[config.mk]
export PLATFORM = sky130hd
export DESIGN_NAME = hc8_bus_wb
export DESIGN_NICKNAME = d
export VERILOG_FILES = /design/src/rtl/hc8_pkg.sv /design/src/rtl/hc8_stack3.sv /design/src/rtl/hc8_bus_wb.sv
export SDC_FILE = /design/constraint.sdc
export NUM_CORES = 1
export LEC_CHECK = 0
export CAP_MARGIN = 20
export CORE_MARGIN = 5
export CORE_UTILIZATION = 35
export DETAILED_ROUTE_END_ITERATION = 7
export GPL_TIMING_DRIVEN = 1
export PLACE_DENSITY = 0.62
export SETUP_SLACK_MARGIN = 0.2
export SLEW_MARGIN = 20
export SYNTH_ARGS = -nofsm -noshare
export SYNTH_HDL_FRONTEND = slang
export SYNTH_SLANG_ARGS = --single-unit
[constraint.sdc]
create_clock -name clk -period 3.8 [get_ports clk]
set_input_delay 0.76 -clock clk [delete_from_list [all_inputs] [get_ports clk]]
set_output_delay 0.76 -clock clk [all_outputs]
set_load 0.02 [all_outputs]
[src/rtl/hc8_pkg.sv]
// Shared constants, state encoding and opcode-class decode for the HC8 write-back path.
package hc8_pkg;

    localparam int DATA_W = 8;

    localparam logic [3:0] OP_SC  = 4'b0000;
    localparam logic [3:0] OP_LD  = 4'b1000;
    localparam logic [3:0] OP_ST  = 4'b1001;
    localparam logic [3:0] OP_LDI = 4'b1010;
    localparam logic [3:0] OP_LSI = 4'b1100;

    typedef enum logic [1:0] {IDLE, EXEC, RAM, DONE} state_t;

    typedef enum logic [1:0] {CLS_NONE, CLS_PUSH, CLS_REPL, CLS_STORE} wb_class_t;

    function automatic wb_class_t decode_class(input logic [3:0] op);
        wb_class_t cls;
        // NOTE: default first so every path assigns cls; in always_comb this is what prevents a latch.
        cls = CLS_NONE;
        if (op == OP_SC || op == OP_LD || op == OP_LSI)
            cls = CLS_PUSH;
        else if ((op >= 4'h1 && op <= 4'h7) || op == OP_LDI)
            cls = CLS_REPL;
        else if (op == OP_ST)
            cls = CLS_STORE;
        return cls;
    endfunction

endpackage

[src/rtl/hc8_stack3.sv]
// Three-level register stack (A top, C bottom) with push, replace and synchronous clear.
module hc8_stack3
    import hc8_pkg::*;
(
    input  logic              clk,
    input  logic              clr_n,
    input  logic              push,
    input  logic              replace,
    input  logic [DATA_W-1:0] din,
    output logic [DATA_W-1:0] level_a,
    output logic [DATA_W-1:0] level_b,
    output logic [DATA_W-1:0] level_c
);

    always_ff @(posedge clk) begin
        if (!clr_n) begin
            level_a <= '0;
            level_b <= '0;
            level_c <= '0;
        end else if (push) begin
            // NOTE: non-blocking so B and C take the pre-edge A and B, not the freshly written ones.
            level_a <= din;
            level_b <= level_a;
            level_c <= level_b;
        end else if (replace) begin
            level_a <= din;
        end
    end

endmodule

[src/rtl/hc8_bus_wb.sv]
// Write-back sink: commits one instruction's bus value to the stack or RAM under a valid/ready handshake.
module hc8_bus_wb
    import hc8_pkg::*;
#(
    parameter int RAM_TIMEOUT = 15
) (
    input  logic              clk,
    input  logic              rst_n,
    input  logic              instr_valid,
    output logic              instr_ready,
    input  logic [7:0]        instruction,
    input  logic [DATA_W-1:0] data_bus,
    output logic [DATA_W-1:0] level_A,
    output logic [DATA_W-1:0] level_B,
    output logic [DATA_W-1:0] level_C,
    output logic              ram_we,
    output logic [3:0]        ram_addr,
    output logic [DATA_W-1:0] ram_wdata,
    input  logic              ram_ack,
    output logic              wb_done,
    output logic              wb_err
);

    localparam logic [7:0] TIMEOUT_Q = 8'(RAM_TIMEOUT);

    state_t            state;
    logic [7:0]        instr_q;
    logic [DATA_W-1:0] bus_q;
    logic [7:0]        wait_cnt;
    wb_class_t         cls;

    assign cls         = decode_class(instr_q[7:4]);
    assign instr_ready = (state == IDLE);
    assign ram_we      = (state == RAM);
    assign wb_done     = (state == DONE);

    hc8_stack3 u_stack (
        .clk     (clk),
        .clr_n   (rst_n),
        .push    (state == EXEC && cls == CLS_PUSH),
        .replace (state == EXEC && cls == CLS_REPL),
        .din     (bus_q),
        .level_a (level_A),
        .level_b (level_B),
        .level_c (level_C)
    );

    always_ff @(posedge clk) begin
        if (!rst_n) begin
            state     <= IDLE;
            instr_q   <= '0;
            bus_q     <= '0;
            wait_cnt  <= '0;
            ram_addr  <= '0;
            ram_wdata <= '0;
            wb_err    <= 1'b0;
        end else begin
            case (state)
                IDLE: begin
                    if (instr_valid) begin
                        instr_q <= instruction;
                        bus_q   <= data_bus;
                        wb_err  <= 1'b0;
                        state   <= EXEC;
                    end
                end
                EXEC: begin
                    if (cls == CLS_STORE) begin
                        ram_addr  <= instr_q[3:0];
                        ram_wdata <= level_A;
                        wait_cnt  <= '0;
                        state     <= RAM;
                    end else begin
                        state <= DONE;
                    end
                end
                RAM: begin
                    // An ack on the expiry edge still counts as success.
                    if (ram_ack) begin
                        state <= DONE;
                    end else if (wait_cnt + 8'd1 == TIMEOUT_Q) begin
                        wb_err <= 1'b1;
                        state  <= DONE;
                    end else begin
                        wait_cnt <= wait_cnt + 8'd1;
                    end
                end
                DONE:    state <= IDLE;
                default: state <= IDLE;
            endcase
        end
    end

endmodule
# == Word level (Yosys, flattened, before mapping) ==
# Index checks and enable logic that the tools add are counted.
# totals
register_bits,63
inputBits,20
output_inout_bits,40
elab_cells,64
# classes
n_addsub,1
n_lt_le_gt_ge,2
eq_ne,17
n_mux,18
n_reduce_logical,16
# op_table
op,n
8-bit 2-to-1 mux,5
"4-bit equality test, second input constant",4
8-bit one-hot mux with 2 select lines,1
2-bit 2-to-1 mux,6
"8-bit by 1-bit adder with 8-bit output, second input constant",1
"2-bit equality test, second input constant",4
"8-bit by 4-bit equality test with 1-bit output, second input constant",1
2-bit one-hot mux with 4 select lines,1
4-bit AND reduction,2
"2-bit inequality test, second input constant",3
2-bit AND reduction,3
2-bit nonzero test,3
"2-bit by 1-bit equality test with 1-bit output, second input constant",2
"4-bit by 1-bit greater-or-equal comparator with 1-bit output, second input constant",1
"4-bit by 3-bit <= comparator with 1-bit output, second input constant",1
4-bit logical NOT,1
1-bit 2-to-1 mux,4
"2-bit by 1-bit inequality test with 1-bit output, second input constant",2
1-bit logical AND,3
1-bit logical OR,3
"3-bit by 1-bit inequality test with 1-bit output, second input constant",1
2-bit logical NOT,1
1-bit one-hot mux with 2 select lines,1

# == Depth between registers and ports, before layout ==
# Gate-level depths: netlist of run 1.
# logic_depth
depth_word,9
ltp_mapped,9
depth_no_buf,6

# == Modules after synthesis ==
# A second synthesis of run 1 with hierarchy kept.
# unflattened
hier_cells,306
area_unflattened_um2,2727.6
# modules_own_cells
module,n_inst,cells_per_inst,area_per_inst_um2
hc8_bus_wb,1,217,1793.0
hc8_stack3,1,89,934.6

# == Least setup slack after synthesis of run 1 ==
# No wires, ideal clock.
# synth_path
kind,register to register
from,register state[0]
to,register wait_cnt[0]
setup_time_ns,0.131
arrival_ns,1.815
t_required_ns,3.669
slack_ns,1.854
path_stages_with_launch,8
path_buffers,1
period_less_slack_ns,1.946
cell_sequence,dfxtp_1 > inv_1 > ha_1 > clkbuf_1 > nor2b_1 > nor2_1 > a311oi_1 > o32ai_1
# synth_via
elab_chain_cells,3
# synth_lines
element,line,rtl
start: declaration,hc8_bus_wb.sv:26,state_t state;
start signal: assignment,hc8_bus_wb.sv:50,state <= IDLE;
start signal: assignment,hc8_bus_wb.sv:64,state <= EXEC;
start signal: assignment,hc8_bus_wb.sv:72,state <= RAM;
2-bit equality test (*),n/a,
net ram_we,hc8_bus_wb.sv:16,"output logic ram_we,"
2-bit inequality test (no line) / 2-bit nonzero test (equally long branches),n/a,
4-bit AND reduction (no line),n/a,
end signal: assignment,hc8_bus_wb.sv:85,wait_cnt <= wait_cnt + 8'd1;
end: declaration,hc8_bus_wb.sv:29,logic [7:0] wait_cnt;
# Mark *: on every way through the listed nets, which the timed path passes. The rest lies on a longest branch.
# A chain may end at the register's enable or synchronous reset.

# == Worst setup path after layout of run 1 ==
# layout_path
from,register state[0]
to,output port ram_we
# layout_via
elab_chain_cells,1
# layout_lines
element,line,rtl
2-bit equality test,hc8_bus_wb.sv:34,assign ram_we = (state == RAM);
end: declaration,hc8_bus_wb.sv:16,
# No other way between the ends.

==> summary.txt, run 1 <==
Clock network
  • CTS Sinks: 63
  • Clock tree buffer depth: 2
  • Post CTS Setup Buffer Count: 0
  • CTS root buffer: clkbuf_8
  • Clock Latency Late Sink: 0.33 ns
  • Hold-fix buffers, CTS: 0
  • Clk pin slew, worst setup/hold paths: 0.07 ns
  • Num CTS Buffers: 9
  • CTS tree: done
  • # resized after CTS: 0
  • H-tree levels: 3

Place
  • Inst Count DP: 436
  • Placer congestion estimate: 0.883
  • Detailed Place HPWL: 4130 um
  • I/O Buffers: 59
  • Cell Area, Placed: 0.00336 sq mm

Cells and area
  • Fillers: 777
  • Most frequent cells in the layout: 63 x dfxtp_1, 59 x clkdlybuf4s50_1, 40 x nor2_1, 38 x nand2_1, 37 x mux2i_1
  • Commonest non-fill, non-tap cell in the layout: dfxtp_1
  • Layout Cells excl Fill: 453
  • Area grow syn2layout: 31.8%
  • Multi-input gate area: 0.00135 sq mm
  • ANT cells: 0
  • Layout cells sized above 1: 6.55%
  • End-of-flow core utilization: 46.8%
  • Final #Nets: 372
  • FF+latch area: 0.00126 sq mm
  • Design area: 0.00356 sq mm

Logic synthesis
  • Syn Nets: 317
  • Post-synthesis sequential area ratio: 46.7%
  • FFs w/ async S/R, synth: 0%
  • Synth Flop Type: dfxtp_1
  • Yosys warns: 0
  • Yosys reg bits: 63
  • Synth Cell Area: 0.00270 sq mm
  • Syn Inst Count: 291
  • Avg Synthesized Cell Area: 9.28 sq um
  • Distinct cell type count after synthesis: 47
  • Number of synthesized flops with an enable pin: 0

Worst setup path
  • Crit path largest cell delay: 0.68 ns
  • Crit-path leading delay family: buffers and inverters
  • RR Startpoint: wait_cnt[1]$_SDFFE_PN0P_
  • Startpoint Class: flip-flop
  • Critical path's slowest cell: clkdlybuf4s50_1
  • WP data required: 3.04 ns
  • Reg2reg setup slack: 1.53 ns
  • CP Capture Type: primary output
  • Buf+Inv Stages, Crit Path: 2
  • Kind of critical path: flip-flop to primary output
  • R2R cell count: 6
  • Worst path cell trace: inv_1 -> ha_1 -> clkdlybuf4s50_1
  • CP arrival: 1.89 ns
  • Crit Reg-Reg Endpoint: state[0]$_SDFFE_PN0P_
  • Crit path max fanout: 12

Routing
  • Via density: 4.83
  • Final WL: 6130 um
  • Vias: 2,188
  • Number of routed nets with antenna violations: 0
  • Residual DRC: 0
  • First DRT Iteration DRCs: 119
  • Wire length per cell: 13.5 um
  • Pre-antenna DRT Iters: 4

Die
  • Core ar.: 0.00761 sq mm
  • Initial core utilization: 35.5%
  • FP Rows: 32
  • Die Y: 97.8 um
  • DIE WIDTH: 97.8 um
  • # IOs: 60
  • Die Area: 0.00957 sq mm

Timing
  • Setup violations, final: 0
  • RSZ-0062 raised after global routing: no
  • Max Slew Vio Count: 0
  • Minimum clock period: 2.65 ns
  • Relative slew slack: 41.9%
  • Setup TNS: 0 ns
  • Worst Skew: 0.00848 ns
  • Final Hold Viols: 0
  • FMAX: 378 MHz
  • Worst-margin pin slew: 0.871 ns
  • Period utilization: 69.7%

Power and ir drop
  • Lkg Pwr: 0.00135 uW
  • Gate power share: 29.3%
  • Total power: 1880 uW
  • Sw Share: 33.9%
  • Psw: 637 uW
  • Max IR drop VDD: 320 uV
  • Power share of the clock group: 29.6%
  • Power density cells: 527 mW/mm^2
  • Internal Pwr Total: 1240 uW
  • Reg power frac: 41.1%

GRT
  • Total congestion overflow: 0
  • First-pass GRT wire length: 9880 um
  • Antenna violations before repair: 0
  • Vias in the first global route: 2,012
  • Tot GR Track Use: 12.7%
  • Pin count of the biggest net entering global routing: 61

Hold path
  • Hold endpoint: bus_q[4]$_SDFFE_PN0P_
  • Hold Path Depth: 2
  • Hold Path Class: flip-flop to flip-flop
  • Min-delay src: bus_q[4]$_SDFFE_PN0P_

Outcome
  • Status: completed

Flow run
  • Max-Cap Viols: 0
power groups by stage:
stage / Clock [uW] / Sequential, uW / Combinational (uW)
after CTS: 575 / 772 / 556
after global placement: 0 / 784 / 552
after global routing: 601 / 782 / 607
final: 555 / 772 / 550
after floorplan: 0 / 781 / 403
after detailed placement: 0 / 788 / 552
state kept, by name, summed over array words and instances (netlist names):
register,cells
instr_q,8
u_stack.level_a,8
ram_addr,4
wait_cnt,8
ram_wdata,8
wb_err,1
u_stack.level_b,8
state,2
bus_q,8
u_stack.level_c,8
metrics by stage:
stage / worst slack [ns] / hold slack (ns)
after floorplan: 1.85 / 0.436
after global placement: 1.49 / 0.442
after detailed placement: 1.44 / 0.446
after CTS: 1.13 / 0.456
after global routing: 1.03 / 0.469
final: 1.15 / 0.454
synthesized netlist by cell type, types with 2 or more instances:
library cell  number  share of area [%]
dfxtp_1           63                 47
nor2_1            40                5.6
nand2_1           38                5.3
mux2i_1           37                 14
a21oi_1           21                3.9
clkbuf_1          10                1.4
o21ai_0            8                1.5
ha_1               6                2.8
nand3_1            6                1.1
a211oi_1           5                1.4
and2_1             5                1.2
buf_2              5               0.93
nand2b_1           5                1.2
inv_1              4               0.56
a31oi_1            2               0.46
a41oi_1            2               0.65
nand3b_1           2               0.56
nor2b_1            2               0.46
xor2_1             2               0.65
worst reg2reg max path: stages, from the launching register on:
cell and delay, ns:
dfxtp_1 0.48, ha_1 0.33, xor2_1 0.23, nand3b_1 0.15
nor4_4 0.50, a31oi_1 0.25, a221oi_2 0.26
layout make-up:
class | instances | area share (%)
multi-input cells | 206 | 38.0
clock buffers | 10 | 3.59
inverters | 5 | 0.527
clock inverters | 6 | 1.72
well taps | 102 | 3.59
flip-flops and latches | 63 | 35.4
repair buffers | 61 | 17.1
routing by layer:
| layer | up-vias | wire, um | GRT usage, % |
|---|---|---|---|
| li1 | 1114 | - | - |
| met1 | 1011 | 2960 | 16.6 |
| met2 | 53 | 2800 | 19.7 |
| met3 | 10 | 263 | 2.93 |
| met4 | 0 | 101 | 5.75 |
| met5 | - | 0 | 0 |
kinds of logic after synthesis:
kind of cell | count (synthesis) | share of synthesized area, %
xor gates and xnor gates | 4 | 1.99
buffers and inverters | 22 | 3.48
muxes | 37 | 13.7
AOI/OAI and AO/OA | 50 | 12.0
and+or+nand+nor | 109 | 19.3
DFF | 63 | 46.7
adders and majority gates | 6 | 2.78
worst max-delay path by stage:
stage,start,end,slack (ns),cells past startpoint
after floorplan,state[0]$_SDFFE_PN0P_,wait_cnt[0]$_SDFFE_PN0P_,1.85,7
after global routing,state[0]$_SDFFE_PN0P_,ram_we,1.03,3
final,state[0]$_SDFFE_PN0P_,ram_we,1.15,3
after CTS,state[0]$_SDFFE_PN0P_,ram_we,1.13,3
after global placement,state[1]$_SDFFE_PN0P_,ram_wdata[4]$_SDFFE_PN0P_,1.49,6
after detailed placement,state[1]$_SDFFE_PN0P_,ram_addr[3]$_SDFFE_PN0P_,1.44,6
Power figures use the tool's default switching activity.
==> run 2: changes to the inputs <==
Clock period 3.8 ns to 2.55 ns, I/O delays scaled along.
==> summary.txt, run 2 (synthesis gave the netlist of run 1 again) <==
Worst setup path
  • Buf+Inv Stages, Crit Path: 2 (unchanged)
  • Crit path max fanout: 12 (unchanged)
  • CP arrival: 1.73 ns (was 1.89 ns)
  • Kind of critical path: flip-flop to primary output (unchanged)
  • Crit path largest cell delay: 0.62 ns (was 0.68 ns)
  • Crit-path leading delay family: buffers and inverters (unchanged)
  • CP Capture Type: primary output (unchanged)
  • Startpoint Class: flip-flop (unchanged)
  • Critical path's slowest cell: clkdlybuf4s50_1 (unchanged)
  • Worst path cell trace: inv_1 -> ha_4 -> clkdlybuf4s50_1 (was inv_1 -> ha_1 -> clkdlybuf4s50_1)
  • WP data required: 2.04 ns (was 3.04 ns)

Die
  • Core ar.: 0.00761 sq mm (unchanged)
  • Die Area: 0.00957 sq mm (unchanged)
  • Initial core utilization: 35.5% (unchanged)
  • # IOs: 60 (unchanged)
  • FP Rows: 32 (unchanged)
  • DIE WIDTH: 97.8 um (unchanged)
  • Die Y: 97.8 um (unchanged)

Clock network
  • CTS Sinks: 63 (unchanged)
  • CTS root buffer: clkbuf_8 (unchanged)
  • CTS tree: done (unchanged)
  • Clock tree buffer depth: 2 (unchanged)
  • H-tree levels: 3 (unchanged)
  • Post CTS Setup Buffer Count: 0 (unchanged)
  • Num CTS Buffers: 9 (unchanged)
  • Hold-fix buffers, CTS: 0 (unchanged)
  • Clk pin slew, worst setup/hold paths: 0.07 ns (about the same)
  • # resized after CTS: 2 (was 0)
  • Clock Latency Late Sink: 0.34 ns (was 0.33 ns)

Timing
  • Relative slew slack: 58.7% (was 41.9%)
  • Final Hold Viols: 0 (unchanged)
  • Post-route worst setup slack: 0.314 ns (was 1.15 ns)
  • Setup violations, final: 0 (unchanged)
  • Worst Skew: 0.00929 ns (was 0.00848 ns)
  • Worst-margin pin slew: 0.618 ns (was 0.871 ns)
  • Minimum clock period: 2.24 ns
  • FMAX: 447 MHz
  • Max Slew Vio Count: 0 (unchanged)
  • RSZ-0062 raised after global routing: no (unchanged)
  • Period utilization: 87.7%
  • Setup TNS: 0 ns (unchanged)

Routing
  • Final WL: 6150 um (was 6130 um)
  • Via density: 4.91 (was 4.83)
  • First DRT Iteration DRCs: 112 (was 119)
  • Pre-antenna DRT Iters: 6 (was 4)
  • Residual DRC: 0 (unchanged)
  • Number of routed nets with antenna violations: 0 (unchanged)
  • Wire length per cell: 13.5 um (about the same)
  • Vias: 2,241 (was 2,188)

Place
  • Detailed Place HPWL: 4320 um (was 4130 um)
  • Place WS: 0.424 ns (was 1.44 ns)
  • Placer congestion estimate: 0.893 (was 0.883)
  • I/O Buffers: 59 (unchanged)

GRT
  • Pin count of the biggest net entering global routing: 37 (was 61)
  • First-pass GRT wire length: 10,200 um (was 9880 um)
  • Tot GR Track Use: 13.2% (was 12.7%)
  • Total congestion overflow: 0 (unchanged)
  • Vias in the first global route: 2,107 (was 2,012)
  • Antenna violations before repair: 0 (unchanged)

Cells and area
  • Commonest non-fill, non-tap cell in the layout: dfxtp_1 (unchanged)
  • Area grow syn2layout: 34.2% (was 31.8%)
  • Layout cells sized above 1: 8.19% (was 6.55%)
  • Final #Nets: 375 (was 372)
  • ANT cells: 0 (unchanged)
  • Most frequent cells in the layout: 63 x dfxtp_1, 58 x clkdlybuf4s50_1, 40 x nor2_1, 38 x nand2_1, 37 x mux2i_1 (was 63 x dfxtp_1, 59 x clkdlybuf4s50_1, 40 x nor2_1, 38 x nand2_1, 37 x mux2i_1)

Power and ir drop
  • Power density cells: 795 mW/mm^2 (was 527 mW/mm^2)
  • Max IR drop VDD: 568 uV (was 320 uV)
  • Lkg Pwr: 0.00138 uW (was 0.00135 uW)
  • Total power: 2880 uW (was 1880 uW)

Hold path
  • Hold Path Class: flip-flop to flip-flop (unchanged)

Outcome
  • Status: completed (unchanged)

Flow run
  • Max-Cap Viols: 0 (unchanged)
[run 2: cell types whose count changed in the layout (fill, tap and decap cells not counted), sizes merged]
| cell | delta |
|---|---|
| clkinv | -1 |
| inv | +1 |
| buf | +3 |
| dlymetal6s2s | +1 |
| clkdlybuf4s50 | -1 |
[run 2: per-stage QoR]
stage	utilization (%)	hold WS [ns]	area, sq um	instances
detailed placement	44.7	0.446	3400	440
CTS	47.6	0.457	3620	456
floorplan	-	0.436	2700	291
global route	47.6	0.478	3620	456
global placement	44.7	0.442	3400	440
finish	47.6	0.454	3620	456
[run 2: final cells by class]
cell class	instances	area [sq um]
tap	102	128
timing repair buffer	64	643
fill	759	3980
multi-input combinational	206	1370
inverter	5	18.8
sequential	63	1260
clock inverter	6	68.8
clock buffer	10	138
[run 2: path summary, 6_finish.rpt]
kind	cells past startpoint	slack [ns]	endpoint	from
hold / removal	2	0.45	bus_q[3]$_SDFFE_PN0P_	bus_q[3]$_SDFFE_PN0P_
setup reg to reg	6	0.51	state[0]$_SDFFE_PN0P_	wait_cnt[1]$_SDFFE_PN0P_
setup / recovery	3	0.31	ram_we	state[0]$_SDFFE_PN0P_
hold reg to reg	2	0.45	bus_q[3]$_SDFFE_PN0P_	bus_q[3]$_SDFFE_PN0P_
[run 2: tightest hold or removal path: cells and delay by family (launching register included)]
| kind | cells | cell delay (ns) |
|---|---|---|
| compound gates | 1 | 0.05 |
| flops | 1 | 0.31 |
| simple gates | 1 | 0.05 |
[run 2: power breakdown]
part,internal [uW],total (uW),switching (uW),leakage (uW)
registers,1070,1150,81.9,0.000510
clock network,483,886,403,0.000103
logic,344,844,500,0.000770
total,1900,2880,986,0.00138
[run 2: layer usage]
layer	share of wire [%]	wire, um	global-route usage [%]
met1	47	2870	17.5
met2	46	2860	20.3
met3	4.9	300	3.14
met4	1.9	118	5.75
met5	0	0	0
